### src/rtl/mixer_pkg.sv
// Shared types and arithmetic helpers for the pipeline mixer family.
// Gains are fixed point with (data_width-1-gain_shift) fraction bits.
package mixer_pkg;

  typedef enum logic [2:0] {
    IDLE,
    IN_MUL,
    IN_DONE,
    MIX_FROM,
    MIX_TO,
    OUT_MUL,
    OUT_DONE
  } state_t;

  function automatic int unity_gain(int dw, int gs);
    return 1 << (dw - 1 - gs);
  endfunction

  function automatic int fade_step(int dw, int gs, int fss);
    return unity_gain(dw, gs) >> fss;
  endfunction

  // Clamp a wide signed value into the range of a width-bit signed number.
  function automatic longint saturate(longint v, int width);
    longint hi;
    longint lo;
    hi = (longint'(1) << (width - 1)) - 1;
    lo = -hi - 1;
    if (v > hi) return hi;
    if (v < lo) return lo;
    return v;
  endfunction

endpackage

### src/rtl/multi_pipeline_mixer_if.sv
// Sample, gain and crossfade signals of the mixer; master drives the inputs,
// slave is the mixer side.
interface multi_pipeline_mixer_if #(
  parameter int data_width  = 16,
  parameter int n_pipelines = 4
);
  localparam int idx_w = $clog2(n_pipelines);

  logic signed [data_width-1:0]         in_sample;
  logic                                 in_sample_valid;
  logic signed [data_width-1:0]         in_sample_out;
  logic                                 in_sample_mixed;
  logic [n_pipelines*data_width-1:0]    out_samples_in;
  logic                                 out_samples_valid;
  logic signed [data_width-1:0]         out_sample;
  logic                                 out_sample_valid;
  logic signed [data_width-1:0]         data_in;
  logic                                 set_input_gain;
  logic                                 set_output_gain;
  logic                                 swap_pipelines;
  logic [idx_w-1:0]                     swap_target;
  logic                                 pipelines_swapping;
  logic [idx_w-1:0]                     current_pipeline;

  modport master (
    output in_sample, in_sample_valid, out_samples_in, out_samples_valid,
           data_in, set_input_gain, set_output_gain, swap_pipelines, swap_target,
    input  in_sample_out, in_sample_mixed, out_sample, out_sample_valid,
           pipelines_swapping, current_pipeline
  );

  modport slave (
    input  in_sample, in_sample_valid, out_samples_in, out_samples_valid,
           data_in, set_input_gain, set_output_gain, swap_pipelines, swap_target,
    output in_sample_out, in_sample_mixed, out_sample, out_sample_valid,
           pipelines_swapping, current_pipeline
  );
endinterface

### src/rtl/sat_gain_mul.sv
// Registered signed gain multiply: p = sat((a*b) >>> fraction_bits), one cycle latency.
module sat_gain_mul
  import mixer_pkg::*;
#(
  parameter int data_width = 16,
  parameter int gain_shift = 4
) (
  input  logic                         clk,
  input  logic                         reset,
  input  logic signed [data_width-1:0] a,
  input  logic signed [data_width-1:0] b,
  output logic signed [data_width-1:0] p
);
  localparam int frac_bits = data_width - 1 - gain_shift;

  logic signed [data_width-1:0] p_reg;

  always_ff @(posedge clk) begin
    if (reset) begin
      p_reg <= '0;
    end else begin
      p_reg <= data_width'(saturate((longint'(a) * longint'(b)) >>> frac_bits, data_width));
    end
  end

  assign p = p_reg;
endmodule

### src/rtl/multi_pipeline_mixer.sv
// Input gain, N-way crossfade and output gain around one shared multiplier;
// colliding sample strobes and swap requests are held one-deep (last wins).
module multi_pipeline_mixer
  import mixer_pkg::*;
#(
  parameter int data_width      = 16,
  parameter int gain_shift      = 4,
  parameter int n_pipelines     = 4,
  parameter int fade_step_shift = 7
) (
  input logic clk,
  input logic reset,
  multi_pipeline_mixer_if.slave bus
);
  localparam int idx_w = $clog2(n_pipelines);
  typedef logic signed [data_width-1:0] sample_t;
  typedef logic [data_width:0]          wide_t;
  typedef logic [idx_w-1:0]             idx_t;
  localparam sample_t unity = sample_t'(unity_gain(data_width, gain_shift));
  localparam wide_t   step  = wide_t'(fade_step(data_width, gain_shift, fade_step_shift));

  state_t  state_reg;
  sample_t samples_in [n_pipelines];
  sample_t cap_reg [n_pipelines];
  sample_t out_hold_reg [n_pipelines];
  sample_t in_reg, in_hold_reg, acc_reg;
  sample_t input_gain_reg, output_gain_reg, fade_gain_reg;
  sample_t in_out_reg, out_reg;
  logic    in_pending_reg, out_pending_reg, swap_pending_reg;
  logic    in_mixed_reg, out_valid_reg, swapping_reg;
  idx_t    cur_reg, to_reg, swap_hold_reg;
  sample_t mul_a, mul_b, mul_p, mix_sum;
  wide_t   fade_sum;
  idx_t    swap_sel;
  logic    swap_req, swap_ok;

  generate
    for (genvar gi = 0; gi < n_pipelines; gi++) begin : g_unpack
      assign samples_in[gi] = bus.out_samples_in[gi*data_width +: data_width];
    end
  endgenerate

  sat_gain_mul #(.data_width(data_width), .gain_shift(gain_shift)) u_mul (
    .clk(clk), .reset(reset), .a(mul_a), .b(mul_b), .p(mul_p)
  );

  assign mix_sum  = sample_t'(saturate(longint'(acc_reg) + longint'(mul_p), data_width));
  assign fade_sum = wide_t'(fade_gain_reg) + step;
  assign swap_req = bus.swap_pipelines | swap_pending_reg;
  assign swap_sel = bus.swap_pipelines ? bus.swap_target : swap_hold_reg;
  assign swap_ok  = (swap_sel != cur_reg) && (int'(swap_sel) < n_pipelines);

  // The multiplier's operands are steered by the state it is working for.
  always_comb begin
    mul_a = '0;
    mul_b = '0;
    case (state_reg)
      IN_MUL:   begin mul_a = in_reg;            mul_b = input_gain_reg;          end
      MIX_FROM: begin mul_a = cap_reg[cur_reg];  mul_b = unity - fade_gain_reg;   end
      MIX_TO:   begin mul_a = cap_reg[to_reg];   mul_b = fade_gain_reg;           end
      OUT_MUL:  begin mul_a = mix_sum;           mul_b = output_gain_reg;         end
      default:  ;
    endcase
  end

  always_ff @(posedge clk) begin
    if (reset) begin
      state_reg        <= IDLE;
      in_pending_reg   <= 1'b0;
      out_pending_reg  <= 1'b0;
      swap_pending_reg <= 1'b0;
      input_gain_reg   <= unity;
      output_gain_reg  <= unity;
      fade_gain_reg    <= '0;
      cur_reg          <= '0;
      to_reg           <= '0;
      swapping_reg     <= 1'b0;
      in_out_reg       <= '0;
      in_mixed_reg     <= 1'b0;
      out_reg          <= '0;
      out_valid_reg    <= 1'b0;
    end else begin
      in_mixed_reg  <= 1'b0;
      out_valid_reg <= 1'b0;
      if (bus.set_input_gain)  input_gain_reg  <= bus.data_in;
      if (bus.set_output_gain) output_gain_reg <= bus.data_in;

      // Swaps only start from IDLE with no fade running; anything else is held.
      if (bus.swap_pipelines && (swapping_reg || state_reg != IDLE)) begin
        swap_pending_reg <= 1'b1;
        swap_hold_reg    <= bus.swap_target;
      end else if (state_reg == IDLE && !swapping_reg && swap_req) begin
        swap_pending_reg <= 1'b0;
        if (swap_ok) begin
          to_reg       <= swap_sel;
          swapping_reg <= 1'b1;
        end
      end

      if (state_reg != IDLE) begin
        if (bus.in_sample_valid) begin
          in_pending_reg <= 1'b1;
          in_hold_reg    <= bus.in_sample;
        end
        if (bus.out_samples_valid) begin
          out_pending_reg <= 1'b1;
          out_hold_reg    <= samples_in;
        end
      end

      case (state_reg)
        IDLE: begin
          if (bus.in_sample_valid || in_pending_reg) begin
            in_reg         <= bus.in_sample_valid ? bus.in_sample : in_hold_reg;
            in_pending_reg <= 1'b0;
            state_reg      <= IN_MUL;
            // The fade advances once per accepted input sample.
            if (swapping_reg) begin
              if (fade_sum >= wide_t'(unity)) begin
                cur_reg       <= to_reg;
                fade_gain_reg <= '0;
                swapping_reg  <= 1'b0;
              end else begin
                fade_gain_reg <= fade_sum[data_width-1:0];
              end
            end
            if (bus.out_samples_valid) begin
              out_pending_reg <= 1'b1;
              out_hold_reg    <= samples_in;
            end
          end else if (bus.out_samples_valid || out_pending_reg) begin
            cap_reg         <= bus.out_samples_valid ? samples_in : out_hold_reg;
            out_pending_reg <= 1'b0;
            state_reg       <= MIX_FROM;
          end
        end
        IN_MUL:   state_reg <= IN_DONE;
        IN_DONE: begin
          in_out_reg   <= mul_p;
          in_mixed_reg <= 1'b1;
          state_reg    <= IDLE;
        end
        MIX_FROM: state_reg <= MIX_TO;
        MIX_TO: begin
          acc_reg   <= mul_p;
          state_reg <= OUT_MUL;
        end
        OUT_MUL:  state_reg <= OUT_DONE;
        OUT_DONE: begin
          out_reg       <= mul_p;
          out_valid_reg <= 1'b1;
          state_reg     <= IDLE;
        end
        default:  state_reg <= IDLE;
      endcase
    end
  end

  assign bus.in_sample_out      = in_out_reg;
  assign bus.in_sample_mixed    = in_mixed_reg;
  assign bus.out_sample         = out_reg;
  assign bus.out_sample_valid   = out_valid_reg;
  assign bus.pipelines_swapping = swapping_reg;
  assign bus.current_pipeline   = cur_reg;
endmodule
### src/flat_wrapper.sv
// flat-port wrapper written by rule: the top's interface ports become plain ports
module multi_pipeline_mixer_flat import mixer_pkg::*;
#(
  parameter int data_width      = 16,
  parameter int gain_shift      = 4,
  parameter int n_pipelines     = 4,
  parameter int fade_step_shift = 7
)
  (clk, reset, bus_in_sample, bus_in_sample_valid, bus_out_samples_in, bus_out_samples_valid, bus_data_in, bus_set_input_gain, bus_set_output_gain, bus_swap_pipelines, bus_swap_target, bus_in_sample_out, bus_in_sample_mixed, bus_out_sample, bus_out_sample_valid, bus_pipelines_swapping, bus_current_pipeline);
  multi_pipeline_mixer_if #(.data_width(data_width), .n_pipelines(n_pipelines)) bus_i ();
  input logic clk;
  input logic reset;
  input wire logic [$bits(bus_i.in_sample)-1:0] bus_in_sample;
  input wire logic [$bits(bus_i.in_sample_valid)-1:0] bus_in_sample_valid;
  input wire logic [$bits(bus_i.out_samples_in)-1:0] bus_out_samples_in;
  input wire logic [$bits(bus_i.out_samples_valid)-1:0] bus_out_samples_valid;
  input wire logic [$bits(bus_i.data_in)-1:0] bus_data_in;
  input wire logic [$bits(bus_i.set_input_gain)-1:0] bus_set_input_gain;
  input wire logic [$bits(bus_i.set_output_gain)-1:0] bus_set_output_gain;
  input wire logic [$bits(bus_i.swap_pipelines)-1:0] bus_swap_pipelines;
  input wire logic [$bits(bus_i.swap_target)-1:0] bus_swap_target;
  output wire logic [$bits(bus_i.in_sample_out)-1:0] bus_in_sample_out;
  output wire logic [$bits(bus_i.in_sample_mixed)-1:0] bus_in_sample_mixed;
  output wire logic [$bits(bus_i.out_sample)-1:0] bus_out_sample;
  output wire logic [$bits(bus_i.out_sample_valid)-1:0] bus_out_sample_valid;
  output wire logic [$bits(bus_i.pipelines_swapping)-1:0] bus_pipelines_swapping;
  output wire logic [$bits(bus_i.current_pipeline)-1:0] bus_current_pipeline;
  assign bus_i.in_sample = bus_in_sample;
  assign bus_i.in_sample_valid = bus_in_sample_valid;
  assign bus_i.out_samples_in = bus_out_samples_in;
  assign bus_i.out_samples_valid = bus_out_samples_valid;
  assign bus_i.data_in = bus_data_in;
  assign bus_i.set_input_gain = bus_set_input_gain;
  assign bus_i.set_output_gain = bus_set_output_gain;
  assign bus_i.swap_pipelines = bus_swap_pipelines;
  assign bus_i.swap_target = bus_swap_target;
  assign bus_in_sample_out = bus_i.in_sample_out;
  assign bus_in_sample_mixed = bus_i.in_sample_mixed;
  assign bus_out_sample = bus_i.out_sample;
  assign bus_out_sample_valid = bus_i.out_sample_valid;
  assign bus_pipelines_swapping = bus_i.pipelines_swapping;
  assign bus_current_pipeline = bus_i.current_pipeline;
  multi_pipeline_mixer #(.data_width(data_width), .gain_shift(gain_shift), .n_pipelines(n_pipelines), .fade_step_shift(fade_step_shift)) u_core (.clk(clk), .reset(reset), .bus(bus_i));
endmodule
### config.mk
export PLATFORM = sky130hd
export DESIGN_NAME = multi_pipeline_mixer_flat
export DESIGN_NICKNAME = d
export VERILOG_FILES = /design/src/rtl/mixer_pkg.sv /design/src/rtl/multi_pipeline_mixer_if.sv /design/src/rtl/sat_gain_mul.sv /design/src/rtl/multi_pipeline_mixer.sv /design/src/flat_wrapper.sv
export SDC_FILE = /design/constraint.sdc
export NUM_CORES = 1
export LEC_CHECK = 0
export ABC_AREA = 1
export CAP_MARGIN = 25
export CELL_PAD_IN_SITES_DETAIL_PLACEMENT = 1
export CELL_PAD_IN_SITES_GLOBAL_PLACEMENT = 2
export CORE_MARGIN = 2
export CORE_UTILIZATION = 37
export DETAILED_ROUTE_END_ITERATION = 10
export DONT_BUFFER_PORTS = 1
export GPL_ROUTABILITY_DRIVEN = 0
export GPL_TIMING_DRIVEN = 0
export PLACE_DENSITY = 0.73
export SETUP_SLACK_MARGIN = 0.15
export SKIP_CTS_REPAIR_TIMING = 1
export SYNTH_ARGS = -nofsm -noshare
export SYNTH_HDL_FRONTEND = slang
export SYNTH_SLANG_ARGS = --single-unit
### constraint.sdc
create_clock -name clk -period 20.5 [get_ports clk]
set_input_delay 3.075 -clock clk [delete_from_list [all_inputs] [get_ports clk]]
set_output_delay 3.075 -clock clk [all_outputs]
set_load 0.02 [all_outputs]
==> out/qor.yml, run 1 <==
ir_drop_mv: 0.06688
dr.pass1.iters: 5
ys_seq_elements: 283
cts_root_buf: "clkbuf_16"
worstPathArrival_ns: 10.73
dp.final_hpwl_um: 65610
crit_required_ns: 21.02
hold_viol: 0
die_height_um: 255.1
tightest_slew_ns: 1.045
crit_path_end_kind: "flop"
htree_levels: 1
io_pins: 142
fin_crit_ns: 10.21
synth_edf_count: 178
core_area_sq_um: 62740
final.period_utilization: 0.4978
grt_overflow: 0
antenna_found_initial: 15
initial_utilization: 0.3718
clkTransAtPathRegs_ns: 0.06
first_global_vias: 20471
rsz0062_at_grt: "false"
finalPower_w: 0.002003
async_reset_ff_frac: 0
tns_ns: 0
r2r-end: "u_core.u_mul.p[8]"
synth_cell_type_count: 50
powerDensity_nw_per_um2: 78.20
path_buf_inv: 7
ys_seq_area_frac: 0.3192
drt_wl_total_um: 78910
maxCapViolCount: 0
io_buffers: 0
cts_tree: "done"
leakagePower_nw: 11.31
yosysTopAreaCellShare: 0.2291
worstSetupPathType: "flop to flop"
slew_viol_final: 0
synth_common_cells: "514 x inv_1, 444 x nand2_1, 376 x nor2_1"
viasPerCell: 5.151
wl_per_cell_um: 21.44
syn_avg_cell_area_sq_um: 8.473
yosysTopAreaCell: "edfxtp_1"
timing.fmax_ghz: 0.09799
relSlewSlack: 0.3006
grt_pass1_wl_um: 122400
clkLatencyLatePin_ns: 0.60
drtIter0Drc: 1255
grt_usage: 0.2502
crit_top_cell: "fa_1"
row_count: 92
reg2reg_from: "u_core.u_mul.p[0]"
hold_end: "u_core.swap_pending_reg"
synth_most_common_cell: "inv_1"
cp_num_cells: 39
reg2regPathDepth: 39
grt_max_degree: 47
route.vias.total: 18961
synth_warnings: 0
postRouteAntennaNets: 0
die_w_um: 255.1
clk_path_buf_depth: 3
cts_buffers: 31
ys_dominant_reg_cell: "edfxtp_1"
setup_viol: 0
holdPathStages: 2
die_area_sq_um: 65070
slowest_delay_ns: 0.81
status: "complete, no violations"
clock_sinks: 283
drc_errors: 0
hp-class: "flop to flop"
worst_path_max_delay_cell: "o211ai_1"
critPathTopFamily: "adder cells"
min-delay-start: "u_core.swap_pending_reg"
syn_to_final_growth_pct: 9.805
layout-drive-gt1-share: 0.04533
syn_area_sq_um: 23330
synthCells: 2753
final_nets: 3265
fin_worst_skew_ns: 0.02411
r2r_slack_ns: 10.29
dp.cells: 3612
cp_max_fo: 10
synthesis.nets: 3218
fill_cells: 7434
synth.area.top_cells: "edfxtp_1 23%, fa_1 23%, dfxtp_1 9.0%, inv_1 8.3%, nand2_1 7.1%"
fin_cells: 3681
start_kind: "flop"
-- metrics by stage --
stage                     hold WS [ns]  worst slack (ns)  utilization  area (sq um)
after floorplan                 0.4286             11.78            -         23330
after global placement          0.4430             8.990       0.3887         24390
after detailed placement        0.4643             10.35       0.3915         24560
after CTS                       0.4738             10.29       0.4077         25580
after global routing            0.4974             9.615       0.4081         25600
final                           0.4681             10.29       0.4083         25610
-- layout by cell type (no fill, tap or decap), drive strengths merged, types with 16 or more instances in the layout --
cell / instances
mux2: 16
a21oi: 142
buf: 21
ha: 97
inv: 519
nand3: 27
nor3: 24
xor2: 28
o21ai: 278
dfxtp: 105
fa: 263
clkinv: 17
o211ai: 31
nand2: 462
edfxtp: 178
clkbuf: 138
nor2: 377
xnor2: 16
-- final cells by class --
class / count / area, sq um / share of cell area
Clock inverter: 16 / 122.6 / 0.004787
Clock buffer: 41 / 895.9 / 0.03497
Tap cell: 846 / 1059 / 0.04132
Sequential cell: 283 / 7447 / 0.2907
Antenna cell: 11 / 27.53 / 0.001075
Buffer: 104 / 412.9 / 0.01612
Timing Repair Buffer: 14 / 156.4 / 0.006106
Inverter: 523 / 1963 / 0.07664
Multi-Input combinational cell: 1843 / 13530 / 0.5282
-- worst reg2reg max path, delay by kind of cell, from the launching register on --
family	cells	cell delay [ns]
fa+ha+maj	9	4.19
flops	1	0.48
buf+inv	7	1.22
compound gates	7	2.32
simple gates	16	1.90
-- worst max path at each step --
stage          slack [ns]                  start                  to
2_1_floorplan       11.78    bus_in_sample_valid   u_core.cap_reg[0]
3_3_place_gp         8.99  bus_out_samples_valid  u_core.cap_reg[57]
3_5_place_dp        10.35      u_core.u_mul.p[0]   u_core.u_mul.p[8]
4_1_cts             10.29      u_core.u_mul.p[0]   u_core.u_mul.p[8]
5_1_grt              9.62      u_core.u_mul.p[0]   u_core.u_mul.p[8]
6_report            10.29      u_core.u_mul.p[0]   u_core.u_mul.p[8]
-- logic make-up (layout without fill, tap and decap cells) --
logic type	Yosys count	count (layout)	share of synthesized area
compound gates	500	500	0.1189
xor+xnor	44	44	0.01652
fa+ha+maj	360	360	0.2777
buf+inv	627	698	0.1017
flops	283	283	0.3192
mux	17	17	0.008153
other cells	0	11	0
simple gates	922	922	0.1578
-- per-layer routing --
layer | part of all wire | wire length [um] | GRT usage | vias up
met5 | 0.00052 | 41 | 0 | -
met4 | 0.026 | 2090 | 0.06717 | 6
met3 | 0.062 | 4891 | 0.03885 | 104
met2 | 0.46 | 36490 | 0.4071 | 471
met1 | 0.45 | 35390 | 0.3471 | 9592
li1 | - | - | - | 8788
-- where the power goes --
group | leakage [nW] | switching [W] | internal [W]
sequential | 2.55 | 0.0000530 | 0.000685
combinational | 8.26 | 0.000490 | 0.000213
clock | 0.500 | 0.000242 | 0.000320
Note: power is estimated with default switching activity, not from simulation.
==> inputs of run 2 (changes only) <==
==> constraint.sdc (replaced) <==
create_clock -name clk -period 10.2 [get_ports clk]
set_input_delay 1.53 -clock clk [delete_from_list [all_inputs] [get_ports clk]]
set_output_delay 1.53 -clock clk [all_outputs]
set_load 0.02 [all_outputs]
==> out/qor.yml, run 2 (synthesized netlist as in run 1, its figures left out) <==
path_buf_inv: 9
syn_to_final_growth_pct: 10.49
grt_usage: 0.2502
die_w_um: 255.1
grt_pass1_wl_um: 122400
cts_tree: "done"
rsz0062_at_grt: "false"
ir_drop_mv: 0.1476
critPathTopFamily: "adder cells"
io_pins: 142
cts_root_buf: "clkbuf_16"
maxCapViolCount: 0
drtIter0Drc: 1185
dp.final_hpwl_um: 65610
clock_sinks: 283
most-common-layout-cells: "512 x inv_1, 443 x nand2_1, 376 x nor2_1"
viasPerCell: 5.135
timing.fmax_ghz: 0.1050
leakagePower_nw: 11.42
setup_viol: 0
powerDensity_nw_per_um2: 157.3
clk_path_buf_depth: 3
die_area_sq_um: 65070
grt_max_degree: 47
relSlewSlack: 0.3106
htree_levels: 1
tightest_slew_ns: 1.030
die_height_um: 255.1
initial_utilization: 0.3718
cp_max_fo: 10
finalPower_w: 0.004054
crit_path_end_kind: "flop"
core_area_sq_um: 62740
layout_commonest_cell: "inv_1"
grt_overflow: 0
clkTransAtPathRegs_ns: 0.06
hold_viol: 0
slowest_delay_ns: 0.74
wl_per_cell_um: 21.39
start_kind: "flop"
final.period_utilization: 0.9334
final.hold.worst_slack_ns: 0.4678
worst_path_max_delay_cell: "clkbuf_1"
dr.pass1.iters: 5
post-place-ws_ns: 0.04710
crit_top_cell: "fa_1"
fin_crit_ns: 9.521
io_buffers: 0
route.vias.total: 18990
layout-drive-gt1-share: 0.05558
clkLatencyLatePin_ns: 0.61
drc_errors: 0
status: "complete, no violations"
postRouteAntennaNets: 0
row_count: 92
final_nets: 3284
antenna_found_initial: 15
hp-class: "flop to flop"
cts_buffers: 31
worstPathArrival_ns: 10.04
slew_viol_final: 0
drt_wl_total_um: 79090
finalWorstSetupSlack_ns: 0.6794
fin_worst_skew_ns: 0.02672
worstSetupPathType: "flop to flop"
first_global_vias: 20471
crit_required_ns: 10.72
[run 2: cell types whose count changed in the layout (fill, tap and decap cells not counted), moves of 2 or more]
cell,delta
buf_4,+19
clkbuf_1,-6
clkbuf_2,+6
clkinv_1,-2
clkinvlp_4,+3
diode_2,-2
inv_1,-2
[run 2: worst min-delay path, stage by stage, from the launching register on]
cell and delay [ns]:
dfxtp_1 0.30, inv_1 0.06, a21oi_1 0.06
[run 2: stage by stage]
stage	util	std cells	instance area [sq um]	TNS (ns)
global route	0.4107	3695	25770	0
CTS	0.4077	3669	25580	-0.007490
finish	0.4109	3698	25770	0
floorplan	-	2753	23330	0
detailed placement	0.3915	3612	24560	0
global placement	0.3887	3599	24390	0
[run 2: final timing paths]
kind,slack [ns],start,depth (start not counted),endpoint
max,0.68,u_core.state_reg[1],35,u_core.u_mul.p[8]
max reg2reg,0.68,u_core.state_reg[1],35,u_core.u_mul.p[8]
min,0.47,u_core.swap_pending_reg,2,u_core.swap_pending_reg
min reg2reg,0.47,u_core.swap_pending_reg,2,u_core.swap_pending_reg
[run 2: cell type report]
cell class	instances	area (sq um)
Tap cell	846	1059
Timing Repair Buffer	33	299.0
Sequential cell	283	7447
Fill cell	7440	36960
Buffer	104	420.4
Clock buffer	41	895.9
Clock inverter	16	122.6
Antenna cell	9	22.52
Inverter	523	1974
Multi-Input combinational cell	1843	13530
[run 2: where the power goes]
group / internal (W) / switching, W
Combinational: 0.000447 / 0.000993
Sequential: 0.00138 / 0.000107
Clock: 0.000643 / 0.000488
Total: 0.00247 / 0.00159
[run 2: routing by layer]
layer,GRT usage,vias to the layer above,routed length (um)
met5,0,-,50
met4,0.06717,8,2084
met3,0.03885,96,4919
met2,0.4071,460,36650
met1,0.3471,9606,35390
li1,-,8820,-
